--- config.mk ---
export PLATFORM = sky130hd
export DESIGN_NAME = pc_fetch_unit_flat
export DESIGN_NICKNAME = d
export VERILOG_FILES = /design/src/rtl/pc_fetch_unit_if.sv /design/src/rtl/pc_fetch_unit.sv /design/src/flat_wrapper.sv
export SDC_FILE = /design/constraint.sdc
export NUM_CORES = 1
export LEC_CHECK = 0
export ABC_AREA = 1
export CAP_MARGIN = 20
export CORE_MARGIN = 2
export CORE_UTILIZATION = 66
export CTS_CLUSTER_DIAMETER = 200
export CTS_CLUSTER_SIZE = 20
export DETAILED_ROUTE_END_ITERATION = 10
export DONT_BUFFER_PORTS = 1
export HOLD_SLACK_MARGIN = 0.05
export PLACE_DENSITY = 0.92
export SKIP_LAST_GASP = 1
export SLEW_MARGIN = 25
export SYNTH_ARGS = -nofsm -noshare
export SYNTH_HDL_FRONTEND = slang
export SYNTH_SLANG_ARGS = --single-unit
--- constraint.sdc ---
create_clock -name Clk -period 4.2 [get_ports Clk]
set_input_delay 0.42 -clock Clk [delete_from_list [all_inputs] [get_ports Clk]]
set_output_delay 0.42 -clock Clk [all_outputs]
set_load 0.01 [all_outputs]
--- src/rtl/pc_fetch_unit_if.sv ---
// Fetch-stage bus: redirect controls in, instruction memory
// and IF/ID register contents out.
interface pc_fetch_unit_if;
  logic        Stall;
  logic        Branch_taken;
  logic [15:0] Branch_offset;
  logic        Jump;
  logic [25:0] Jump_index;
  logic        Jump_reg;
  logic [31:0] Reg_target;
  logic [31:0] Inst_in;
  logic [31:0] Pc_out;
  logic [31:0] Ifid_inst;
  logic [31:0] Ifid_pc4;
  logic        Ifid_valid;
  logic        Addr_err;

  modport master (
    output Stall, Branch_taken, Branch_offset,
    output Jump, Jump_index, Jump_reg, Reg_target,
    output Inst_in,
    input  Pc_out, Ifid_inst, Ifid_pc4,
    input  Ifid_valid, Addr_err
  );

  modport slave (
    input  Stall, Branch_taken, Branch_offset,
    input  Jump, Jump_index, Jump_reg, Reg_target,
    input  Inst_in,
    output Pc_out, Ifid_inst, Ifid_pc4,
    output Ifid_valid, Addr_err
  );
endinterface

--- src/rtl/pc_fetch_unit.sv ---
// Instruction fetch stage: PC register, IF/ID register,
// stall handling and branch/jump/jr redirect with flush.
module pc_fetch_unit #(
  parameter logic [31:0] RESET_PC = 32'h0000_0000
) (
  input  logic            Clk,
  input  logic            Rst,
  pc_fetch_unit_if.slave  bus
);

  logic [31:0] pc_q, pc_d;
  logic [31:0] inst_q, inst_d;
  logic [31:0] pc4_q, pc4_d;
  logic        valid_q, valid_d;
  logic        err_q, err_d;

  logic [31:0] pc_plus4;
  logic [31:0] br_tgt;
  logic [31:0] j_tgt;
  logic [31:0] jr_tgt;
  logic [31:0] redir_tgt;
  logic        redir;

  assign pc_plus4 = pc_q + 32'd4;
  assign br_tgt   = pc4_q + {{14{bus.Branch_offset[15]}},
                             bus.Branch_offset, 2'b00};
  assign j_tgt    = {pc4_q[31:28], bus.Jump_index, 2'b00};
  assign jr_tgt   = {bus.Reg_target[31:2], 2'b00};

  // Redirects only count when ID holds a real instruction
  assign redir = valid_q &
                 (bus.Jump_reg | bus.Jump | bus.Branch_taken);

  always_comb begin
    redir_tgt = br_tgt;
    if (bus.Jump_reg)
      redir_tgt = jr_tgt;
    else if (bus.Jump)
      redir_tgt = j_tgt;
  end

  always_comb begin
    pc_d    = pc_q;
    inst_d  = inst_q;
    pc4_d   = pc4_q;
    valid_d = valid_q;
    err_d   = err_q;
    if (redir) begin
      pc_d    = redir_tgt;
      inst_d  = 32'd0;
      pc4_d   = 32'd0;
      valid_d = 1'b0;
      if (bus.Jump_reg && bus.Reg_target[1:0] != 2'b00)
        err_d = 1'b1;
    end else if (!bus.Stall) begin
      pc_d    = pc_plus4;
      inst_d  = bus.Inst_in;
      pc4_d   = pc_plus4;
      valid_d = 1'b1;
    end
  end

  always_ff @(posedge Clk) begin
    if (Rst) begin
      pc_q    <= RESET_PC;
      inst_q  <= 32'd0;
      pc4_q   <= 32'd0;
      valid_q <= 1'b0;
      err_q   <= 1'b0;
    end else begin
      pc_q    <= pc_d;
      inst_q  <= inst_d;
      pc4_q   <= pc4_d;
      valid_q <= valid_d;
      err_q   <= err_d;
    end
  end

  assign bus.Pc_out     = pc_q;
  assign bus.Ifid_inst  = inst_q;
  assign bus.Ifid_pc4   = pc4_q;
  assign bus.Ifid_valid = valid_q;
  assign bus.Addr_err   = err_q;

endmodule
--- src/flat_wrapper.sv ---
// flat-port wrapper written by rule: the top's interface ports become plain ports
module pc_fetch_unit_flat 
#(
  parameter logic [31:0] RESET_PC = 32'h0000_0000
)
  (Clk, Rst, bus_Stall, bus_Branch_taken, bus_Branch_offset, bus_Jump, bus_Jump_index, bus_Jump_reg, bus_Reg_target, bus_Inst_in, bus_Pc_out, bus_Ifid_inst, bus_Ifid_pc4, bus_Ifid_valid, bus_Addr_err);
  pc_fetch_unit_if bus_i ();
  input  logic Clk;
  input  logic Rst;
  input wire logic [$bits(bus_i.Stall)-1:0] bus_Stall;
  input wire logic [$bits(bus_i.Branch_taken)-1:0] bus_Branch_taken;
  input wire logic [$bits(bus_i.Branch_offset)-1:0] bus_Branch_offset;
  input wire logic [$bits(bus_i.Jump)-1:0] bus_Jump;
  input wire logic [$bits(bus_i.Jump_index)-1:0] bus_Jump_index;
  input wire logic [$bits(bus_i.Jump_reg)-1:0] bus_Jump_reg;
  input wire logic [$bits(bus_i.Reg_target)-1:0] bus_Reg_target;
  input wire logic [$bits(bus_i.Inst_in)-1:0] bus_Inst_in;
  output wire logic [$bits(bus_i.Pc_out)-1:0] bus_Pc_out;
  output wire logic [$bits(bus_i.Ifid_inst)-1:0] bus_Ifid_inst;
  output wire logic [$bits(bus_i.Ifid_pc4)-1:0] bus_Ifid_pc4;
  output wire logic [$bits(bus_i.Ifid_valid)-1:0] bus_Ifid_valid;
  output wire logic [$bits(bus_i.Addr_err)-1:0] bus_Addr_err;
  assign bus_i.Stall = bus_Stall;
  assign bus_i.Branch_taken = bus_Branch_taken;
  assign bus_i.Branch_offset = bus_Branch_offset;
  assign bus_i.Jump = bus_Jump;
  assign bus_i.Jump_index = bus_Jump_index;
  assign bus_i.Jump_reg = bus_Jump_reg;
  assign bus_i.Reg_target = bus_Reg_target;
  assign bus_i.Inst_in = bus_Inst_in;
  assign bus_Pc_out = bus_i.Pc_out;
  assign bus_Ifid_inst = bus_i.Ifid_inst;
  assign bus_Ifid_pc4 = bus_i.Ifid_pc4;
  assign bus_Ifid_valid = bus_i.Ifid_valid;
  assign bus_Addr_err = bus_i.Addr_err;
  pc_fetch_unit #(.RESET_PC(RESET_PC)) u_core (.Clk(Clk), .Rst(Rst), .bus(bus_i));
endmodule
==> qor.yml <==
status: "finished, final reports clean"
start_util_pct: 68.03
drv_slew: 0
final.setup.tns_ps: 0
ant_nets: 0
first_pass_iters: 6
die_w_um: 107.2
pin_count: 210
critPathRequiredTime_ps: 4510
critical_path.startpoint: "u_core.bus.Ifid_pc4[2]"
die_area_sq_um: 11480
maxClockFrequency_ghz: 0.4220
cts_tree: "done"
grt_pass1_vias: 6740
numCtsBuffers: 9
clock_latency_ps: 380
grt_pass1_wl_um: 32510
dp_cells: 1277
synth_cell_types: 42
endpoint: "u_core.bus.Pc_out[18]"
clk_path_buf_depth: 2
areaGrowthSynthToFinish_pct: 2.690
finish.net_count: 1295
ys_warn_count: 0
htreeDepth: 3
r2r_end: "u_core.bus.Pc_out[18]"
grt_overflow: 0
crit_chain: "ha_1, fa_1, nand3_1, nand3_1, nand2_1, nand2_1, nand2_1, nand2_1, xor2_1, nor2_1, o21ai_0, nand2_1, a21oi_1"
stdcell_count: 1297
worstSetupEndpointType: "register"
dp_hpwl_um: 16120
cp_common_cell: "nand2_1"
fin_util_pct: 69.86
syn_area_sq_um: 7023
fin_crit_ps: 2370
fin_crit_sh_pct: 56.42
r2r_cells: 13
grt_use_total_pct: 35.86
cts_hold_buf: 0
drc: 0
ir_drop_mv: 0.2453
drt-initial-drc-count: 978
drv_cap: 0
ys_ff_latch: 98
startpoint_type: "register"
relSlewSlack_pct: 55.80
grt_max_degree: 78
critical_path.max_fanout: 4
viasPerCell: 5.815
synth_seq_area_share_pct: 27.94
grt_setup_unrepaired: "false"
syn_nets: 1327
min-delay-path-class: "in2reg"
cts.sinks: 98
die_y_um: 107.2
rows: 37
power.leakage_nw: 3.460
clk_pin_slew_ps: 90
antenna_found_initial: 2
setup_viol: 0
cp_top_family: "simple AND/OR/NAND/NOR gates"
routed_wl_um: 21000
synth_cells: 1184
via_count: 7542
gp_congestion: 1.020
tightestPinTransition_ps: 663.0
async_reset_ff_share_pct: 0
postCtsSetupBuffers: 0
cp_num_buf_inv: 0
mostFrequentLayoutCells: "nand2_1, a21oi_1, inv_1, nor2_1, dfxtp_1"
finClkSkew_ps: 9.071
rr_startpoint: "u_core.bus.Ifid_pc4[2]"
wl_per_cell_um: 16.19
cts_resized: 0
arrival_ps: 2680
portBuffers: 0
cpPeakStageDelay_ps: 440
synth_enable_flop_cells: 0
cp_slowest_cell: "fa_1"
reg2reg_slack_ps: 1830
final_hold_viol_count: 0
layout_commonest_cell: "nand2_1"
powerDensity_nw_per_um2: 284.8
criticalPathCategory: "reg2reg"
postSynthAreaPerCell_sq_um: 5.932
drive_gt1_share_pct: 3.025
root_buffer: "clkbuf_8"
worst-path-stages: 13
core_sq_um: 10320
ys.flop_type: "dfxtp_1"
==> how the worst min path moves through the flow <==
stage / startpoint / end / slack [ps] / cells after the start
floorplan: u_core.bus.Pc_out[0] / u_core.bus.Pc_out[0] / 460 / 2
global placement: u_core.bus.Addr_err / u_core.bus.Addr_err / 480 / 2
detailed placement: u_core.bus.Addr_err / u_core.bus.Addr_err / 480 / 2
CTS: Rst / u_core.bus.Pc_out[7] / 90 / 1
global route: Rst / u_core.bus.Pc_out[2] / 100 / 1
finish: Rst / u_core.bus.Pc_out[7] / 100 / 1
==> sequential cells by signal (all words and copies together) (netlist names) <==
signal	flops
u_core.bus.Addr_err	1
u_core.bus.Ifid_inst	32
u_core.bus.Ifid_pc4	32
u_core.bus.Ifid_valid	1
u_core.bus.Pc_out	32
==> routing by layer <==
layer,up-vias,global-route usage [%],routed length [um]
met5,-,0,0
met4,0,15.12,653
met3,57,7.781,2712
met2,436,56.24,9262
met1,3347,47.59,8368
li1,3702,-,-
==> logic make-up after synthesis <==
family / after synthesis / synth area share [%]
buffers and inverters: 172 / 9.710
AO/OA/AOI/OAI: 207 / 15.46
AND/OR/NAND/NOR: 644 / 37.27
XOR/XNOR: 32 / 3.991
flip-flops: 98 / 27.94
adder cells (fa/ha/maj): 31 / 5.630
==> synthesized netlist by cell type (2+ instances only) <==
cell	n	area [sq um]
nand2_1	434	1629
a21oi_1	148	740.7
inv_1	123	461.7
nor2_1	118	442.9
dfxtp_1	98	1962
nand3_1	54	270.3
o21ai_0	43	215.2
clkbuf_1	30	112.6
ha_1	30	375.4
xor2_1	22	192.7
nor3_1	13	65.06
nand4_1	11	68.82
buf_2	10	50.05
xnor2_1	10	87.58
a21oi_2	3	26.28
buf_4	3	22.52
o211ai_1	3	22.52
o21bai_1	3	22.52
a221oi_1	2	17.52
and2_1	2	12.51
inv_2	2	7.510
nor3_4	2	32.53
==> layout make-up <==
type | count | area, sq um
Antenna cell | 4 | 10.01
Clock buffer | 11 | 151.4
Clock inverter | 5 | 28.78
Fill cell | 924 | 3112
Inverter | 126 | 475.5
Multi-Input combinational cell | 914 | 4384
Sequential cell | 98 | 1962
Tap cell | 136 | 170.2
Timing Repair Buffer | 3 | 30.03
==> power by group <==
part | total, mW | switching (mW) | internal (mW)
combinational | 0.398 | 0.259 | 0.139
clock | 0.564 | 0.319 | 0.245
sequential | 1.09 | 0.108 | 0.984
==> per-stage QoR <==
step | instance area (sq um) | worst slack, ps | power [mW] | hold slack [ps]
after floorplan | 7023 | 2134 | 1.415 | 464.6
final | 7212 | 1830 | 2.054 | 96.95
after CTS | 7197 | 1888 | 2.045 | 91.95
after global routing | 7202 | 1602 | 2.143 | 96.82
after global placement | 6999 | 1920 | 1.485 | 481.2
after detailed placement | 7017 | 1892 | 1.496 | 483.8
(Power assumes the default switching activity.)
